## config.mk

```make
export PLATFORM = sky130hd
export DESIGN_NAME = regfile_wb_arbiter
export DESIGN_NICKNAME = d
export VERILOG_FILES = /design/src/rtl/regfile_wb_arbiter.sv
export SDC_FILE = /design/constraint.sdc
export NUM_CORES = 1
export LEC_CHECK = 0
export ABC_AREA = 1
export CAP_MARGIN = 20
export CORE_AREA = 2 2 114 116
export CTS_CLUSTER_SIZE = 30
export DETAILED_ROUTE_END_ITERATION = 8
export DIE_AREA = 0 0 116 118
export PLACE_DENSITY = 0.67
export SYNTH_ARGS = -nofsm -noshare
export SYNTH_HDL_FRONTEND = slang
export SYNTH_SLANG_ARGS = --single-unit
```

## constraint.sdc

```tcl
create_clock -name clk -period 2.6 [get_ports clk]
set_clock_uncertainty 0.05 [all_clocks]
set_input_delay 0.65 -clock clk [delete_from_list [all_inputs] [get_ports clk]]
set_output_delay 0.65 -clock clk [all_outputs]
set_load 0.02 [all_outputs]
```

## src/rtl/regfile_wb_arbiter.sv

```systemverilog
// Round-robin write-back arbiter feeding a register file through a one-entry output stage.
// Define WB_ARB_FWD_EN to forward the staged write onto the read ports.
module regfile_wb_arbiter #(
  parameter int unsigned NUM_REQ = 3,
  parameter int unsigned DATA_W  = 32,
  parameter int unsigned ADDR_W  = 5
) (
  input  logic                      clk,
  input  logic                      rst_n,
  input  logic [NUM_REQ-1:0]        req_valid,
  input  logic [NUM_REQ*ADDR_W-1:0] req_addr,
  input  logic [NUM_REQ*DATA_W-1:0] req_data,
  output logic [NUM_REQ-1:0]        req_ready,
  input  logic                      wb_hold,
  output logic                      RegWrite,
  output logic [ADDR_W-1:0]         writereg,
  output logic [DATA_W-1:0]         writedata,
  input  logic [ADDR_W-1:0]         readreg1,
  input  logic [ADDR_W-1:0]         readreg2,
  input  logic [DATA_W-1:0]         rf_readdata1,
  input  logic [DATA_W-1:0]         rf_readdata2,
  output logic [DATA_W-1:0]         fwd_readdata1,
  output logic [DATA_W-1:0]         fwd_readdata2
);

  localparam int unsigned PtrW = (NUM_REQ > 2) ? 2 : 1;

  logic [PtrW-1:0]    ptr_q, ptr_d;
  logic               stg_valid_q, stg_valid_d;
  logic [ADDR_W-1:0]  stg_addr_q, stg_addr_d;
  logic [DATA_W-1:0]  stg_data_q, stg_data_d;

  logic               gnt_found;
  logic [PtrW-1:0]    gnt_idx;
  logic [NUM_REQ-1:0] gnt_oh;
  logic [ADDR_W-1:0]  sel_addr;
  logic [DATA_W-1:0]  sel_data;

  // Two passes: first valid at or above ptr, otherwise the lowest valid below it.
  always_comb begin
    gnt_found = 1'b0;
    gnt_idx   = '0;
    gnt_oh    = '0;
    sel_addr  = '0;
    sel_data  = '0;
    if (rst_n && !wb_hold) begin
      for (int unsigned i = 0; i < NUM_REQ; i++) begin
        if (!gnt_found && req_valid[i] && (PtrW'(i) >= ptr_q)) begin
          gnt_found = 1'b1;
          gnt_idx   = PtrW'(i);
        end
      end
      for (int unsigned i = 0; i < NUM_REQ; i++) begin
        if (!gnt_found && req_valid[i]) begin
          gnt_found = 1'b1;
          gnt_idx   = PtrW'(i);
        end
      end
    end
    for (int unsigned i = 0; i < NUM_REQ; i++) begin
      if (gnt_found && (gnt_idx == PtrW'(i))) begin
        gnt_oh[i] = 1'b1;
        sel_addr  = req_addr[i*ADDR_W +: ADDR_W];
        sel_data  = req_data[i*DATA_W +: DATA_W];
      end
    end
  end

  always_comb begin
    ptr_d       = ptr_q;
    stg_valid_d = stg_valid_q;
    stg_addr_d  = stg_addr_q;
    stg_data_d  = stg_data_q;
    if (!wb_hold) begin
      if (gnt_found) begin
        ptr_d       = (gnt_idx == PtrW'(NUM_REQ - 1)) ? '0 : gnt_idx + PtrW'(1);
        // Writes to r0 still handshake but never reach the register file.
        stg_valid_d = |sel_addr;
        stg_addr_d  = sel_addr;
        stg_data_d  = sel_data;
      end else begin
        stg_valid_d = 1'b0;
      end
    end
  end

  always_ff @(posedge clk or negedge rst_n) begin
    if (!rst_n) begin
      ptr_q       <= '0;
      stg_valid_q <= 1'b0;
      stg_addr_q  <= '0;
      stg_data_q  <= '0;
    end else begin
      ptr_q       <= ptr_d;
      stg_valid_q <= stg_valid_d;
      stg_addr_q  <= stg_addr_d;
      stg_data_q  <= stg_data_d;
    end
  end

  assign req_ready = gnt_oh;
  assign RegWrite  = stg_valid_q & ~wb_hold;
  assign writereg  = stg_addr_q;
  assign writedata = stg_data_q;

`ifdef WB_ARB_FWD_EN
  assign fwd_readdata1 = (stg_valid_q && (stg_addr_q == readreg1) && (readreg1 != '0)) ?
                         stg_data_q : rf_readdata1;
  assign fwd_readdata2 = (stg_valid_q && (stg_addr_q == readreg2) && (readreg2 != '0)) ?
                         stg_data_q : rf_readdata2;
`else
  logic unused_readreg;
  assign unused_readreg = ^{readreg1, readreg2};
  assign fwd_readdata1  = rf_readdata1;
  assign fwd_readdata2  = rf_readdata2;
`endif

endmodule

```

Word level (Yosys, flattened, before mapping)
Index checks and enable logic that the tools add are counted.

operators by class
  reduce and logical (&&, ||, !) cells = 21
  equal/unequal tests = 2
  bitwise gates (word level) = 2
  shift operators = 0
  mux-type cells = 29
  div/mod/pow operators = 0
  magnitude comparators = 3
  multiply operators = 0
  add/sub/neg operators = 1

operators with widths
  cell                                                                  number
  32-bit two-way mux                                                    3
  1-bit two-way mux                                                     17
  5-bit two-way mux                                                     3
  1-bit logical AND                                                     12
  2-bit two-way mux                                                     6
  1-bit zero test                                                       6
  5-bit OR reduction                                                    1
  1-bit by 2-bit >= comparator with 1-bit output, first input constant  2
  2-bit by 1-bit adder with 2-bit output, second input constant         1
  2-bit by 1-bit == test with 1-bit output, second input constant       1
  2-bit == test, second input constant                                  1
  2-bit >= comparator, first input constant                             1
  2-bit zero test                                                       1
  2-bit AND reduction                                                   1
  1-bit bitwise AND                                                     1
  1-bit NOT                                                             1

word-level totals
  memories kept = 0
  input port bits = 191
  bits in latches = 0
  register bits = 40
  bits in writable memories = 0
  ROM bits = 0

Longest topological paths before layout
Gate-level depths: netlist of run 1.

  depth after elaboration = 33
  depth in mapped cells = 14

Least setup slack after synthesis of run 1
OpenSTA, ideal clock, no wires.

  kind = input-to-output
  start point = input req_valid[2]
  end point = output req_ready[0]
  arrival = 1.489 ns
  buffers on the path = 1
  cell stages on the path = 9
  setup slack = 0.411 ns
  path through = inv_1 > a21oi_1 > nand2_1 > nand4_1 > nand2_2 > nor2_4 > nand2_2 > inv_4 > buf_6

between the ends
  longest elaborated chain between the ends = 19
  elaborated cells on any way between the ends = 24

RTL lines
  item                            RTL line  text
  start: declaration              10        input logic [NUM_REQ-1:0] req_valid,
  1-bit logical AND (2 in a row)  48        if (!gnt_found && req_valid[i] && (PtrW'(i) >= ptr_q)) begin
  1-bit two-way mux               48
  1-bit two-way mux               46        if (rst_n && !wb_hold) begin
  1-bit zero test                 54        if (!gnt_found && req_valid[i]) begin
  1-bit logical AND               54
  1-bit two-way mux               54
  1-bit two-way mux               46
  1-bit zero test                 54
  [... 2 more ...]                --
  1-bit two-way mux               46
  1-bit zero test                 54
  1-bit logical AND               54
  2-bit two-way mux               54
  2-bit two-way mux               46
  2-bit zero test                 61        if (gnt_found && (gnt_idx == PtrW'(i))) begin
  1-bit logical AND *             61
  1-bit two-way mux *             61
  end: declaration                13        output logic [NUM_REQ-1:0] req_ready,

Mark *: on every way between the ends. The rest lies on a longest branch, timed or not. The select of a mux whose other input is x is not followed.

Worst setup path after layout of run 1
  start point = input wb_hold
  end point = output req_ready[2]

between the ends
  longest elaborated chain between the ends = 6
  elaborated cells on any way between the ends = 7

RTL lines
  item                 RTL line  text
  start: declaration   14        input logic wb_hold,
  1-bit zero test *    --
  1-bit logical AND *  46
  2-bit two-way mux    46
  2-bit == test        61
  1-bit logical AND *  61
  1-bit two-way mux *  61

Mark *: on every way between the ends. The rest lies on a longest branch, timed or not.

==> results of run 1 <==
kinds of logic after synthesis:
group | after synthesis | synth area share (%)
and+or+nand+nor | 201 | 33.6
buffers and inverters | 92 | 24.7
DFF | 40 | 38.8
AOI/OAI and AO/OA | 10 | 2.86
cell type report:
type                            count  area, sq um
Clock buffer                        7          153
Multi-Input combinational cell    211          963
Fill cell                        1310         8350
Inverter                           13         51.3
Tap cell                          172          215
Sequential cell                    40         1000
Timing Repair Buffer              173         1680
power by group through the flow:
stage	Combinational, mW	Sequential, mW	Clock (mW)
CTS	1.04	0.860	0.677
finish	1.03	0.859	0.643
detailed placement	1.02	0.867	0
global route	1.10	0.882	0.704
global placement	1.01	0.865	0
floorplan	0.397	1.05	0
metal layers:
layer / up-vias / GRT usage, %
li1: 1238 / -
met4: 0 / 4.99
met5: - / 0
met1: 1182 / 12.8
met2: 136 / 20.7
met3: 44 / 3.60
cell usage after synthesis, drive strengths merged:
master	n
a21oi	1
nand3	11
o31ai	1
clkbuf	1
a21o	5
nor3	1
nor2	6
nand2	150
inv	13
o21ai	3
dfrtp	40
nand4	33
buf	78
how the worst max path moves through the flow:
stage	end	slack [ns]	depth (start not counted)
after floorplan	req_ready[0]	0.41	9
after global placement	req_ready[0]	-0.49	10
after detailed placement	req_ready[0]	-0.62	10
after CTS	req_ready[2]	0.04	6
after global routing	req_ready[2]	-0.01	6
final	req_ready[2]	0.04	6
registers in the layout, summed over array words and instances (netlist names):
name / cells
writedata: 32
stg_valid_q: 1
writereg: 5
ptr_q: 2
through the flow:
stage	setup WS, ns	area [sq um]
detailed placement	-0.621	3860
finish	0.0400	4070
global placement	-0.493	3860
floorplan	0.411	2580
CTS	0.0413	4060
global route	-0.00957	4070
timing repair:
item	in CTS	in global routing
endpoints found under the setup margin	4	2
buffers inserted	3	1
endpoints found under the hold margin	0	0
gates resized for setup	19	1
pin swaps	6	2
==> impl_metrics.csv, run 1 <==
group,metric,value,unit
setup_path,worst_setup_path_start_kind,"input port",
clock_network,cts.sinks,40,
finish,n_antenna_cell,0,
logic_synthesis,syn-num-nets,534,
pwr,p_sw_share,32.2,%
global_routing,antenna_found_initial,0,
job,max_cap_violations,0,
clock_network,clock_latency,0.28,ns
logic_synthesis,synth.ff_latch_count,40,
pwr,worst_ir_drop_vdd,0.225,mV
finish,fin_util,32.7,%
floorplan,coreArea,0.0124,sq mm
floorplan,dieWidth,116,um
finish,drive_gt1_share,9.23,%
setup_path,max_stage_delay,0.44,ns
placement,port_buffers,157,
pwr,pwr-share-comb,40.6,%
pwr,power_density,622,mW/mm^2
logic_synthesis,synth_area,0.00258,sq mm
setup_path,cp_top_family,"buffers and inverters",
global_routing,grt_max_degree,41,
pwr,leakagePower,1.73,nW
clock_network,ctsRootBufferMaster,"clkbuf_16",
pwr,switchingPower,0.814,mW
setup_path,reg2reg_depth,11,
setup_path,required,1.90,ns
worst_hold_path,hold_class,"input port to asynchronous set/reset pin",
detailed_routing,wl_met2,3960,um
setup_path,critPathKind,"input port to output port",
global_routing,grt_pass1_vias,2683,
status,run_status,"finished, final reports clean",
setup_path,cp.buffers_inverters,4,
pwr,p_total,2.53,mW
finish,final_cell_mix,"clkdlybuf4s50_1 (149), nand2_1 (146), dfrtp_1 (40), nand4_1 (33), buf_4 (17)",
clock_network,clk_pin_slew_worst_paths,0.06,ns
logic_synthesis,yosysWarningCount,0,
sta,fin_crit_sh,98.5,%
clock_network,ctsHoldBuffers,0,
detailed_routing,met1_length,3220,um
global_routing,grt_usage,11.7,%
placement,routabilityCongestion,0.854,
setup_path,crit_path_top_delay_cell,"clkdlybuf4s50_1",
sta,tightestPinTransition,0.515,ns
floorplan,io_pins,296,
pwr,p_clk_share,25.4,%
logic_synthesis,synth_cell_types,20,
floorplan,fp.dieH,118,um
clock_network,cts_tree,"yes",
finish,mostFrequentLayoutCell,"clkdlybuf4s50_1",
sta,max-slew-margin-rel,65.6,%
floorplan,start_util,20.8,%
global_routing,grt_overflow,0,
placement,dp_hpwl,6220,um
floorplan,die_area,0.0137,sq mm
setup_path,worst_setup_path_end_kind,"output port",
logic_synthesis,synth_top_area_cell,"dfrtp_1",
finish,finalNetCount,635,
detailed_routing,antenna_left,0,
sta,final_hold_viol_count,0,
logic_synthesis,avgSynthCellArea,7.52,sq um
global_routing,grt_pass1_wl,12700,um
setup_path,r2r-start,"ptr_q[1]",
detailed_routing,wl_per_cell,13.3,um
sta,tns,0,ns
logic_synthesis,synth_top_area_share,38.8,%
finish,syn2layout_area_growth,57.6,%
setup_path,reg2reg_to,"ptr_q[1]",
setup_path,rrSetupSlack,0.53,ns
detailed_routing,vias,2600,
logic_synthesis,netlist_instances,343,
sta,setup_viol,0,
setup_path,critPathArrivalTime,1.86,ns
detailed_routing,top_layer,"met4",
setup_path,worstSetupStartpoint,"wb_hold",
sta,min_period,2.56,ns
detailed_routing,drt-total-wl,8210,um
clock_network,htree_num_levels,2,
logic_synthesis,ys_seq_area_share,38.8,%
detailed_routing,drtIter0Drc,47,
placement,dp.cells,605,
logic_synthesis,ys_top_cells_by_area,"dfrtp_1 (39%), nand2_1 (21%), buf_4 (19%), nand4_1 (8.0%), nand3_1 (2.1%)",
detailed_routing,first_pass_iters,4,
detailed_routing,avgViaCountPerCell,4.22,
sta,max_freq,391,MHz
setup_path,crit_chain,"clkdlybuf4s50_1 -> nor2_1 -> buf_4 -> nand2_1 -> inv_2 -> clkdlybuf4s15_1",
sta,hold_ws,0.419,ns
pwr,power_frac_seq,34.0,%
floorplan,row_count,41,
sta,drv_slew,0,
finish,final_cells,616,
detailed_routing,wl_met3,746,um
detailed_routing,drc_errors,0,
clock_network,cts_made_buffers,5,
setup_path,worst-path-max-fanout,3,
clock_network,cts_max_path_buffers,2,
pwr,power.internal,1.72,mW
Power figures use the tool's default switching activity.
==> run 2: changes to the inputs <==
--- a/config.mk
+++ b/config.mk
@@ -8,9 +8,10 @@
 export ABC_AREA = 1
 export CAP_MARGIN = 20
 export CORE_AREA = 2 2 114 116
-export CTS_CLUSTER_SIZE = 30
+export CTS_CLUSTER_SIZE = 28
 export DETAILED_ROUTE_END_ITERATION = 8
 export DIE_AREA = 0 0 116 118
+export GPL_ROUTABILITY_DRIVEN = 0
 export PLACE_DENSITY = 0.67
 export SYNTH_ARGS = -nofsm -noshare
 export SYNTH_HDL_FRONTEND = slang
==> results of run 2 <==
Same layout as run 1: the final DEF is identical, and so are final timing and power.
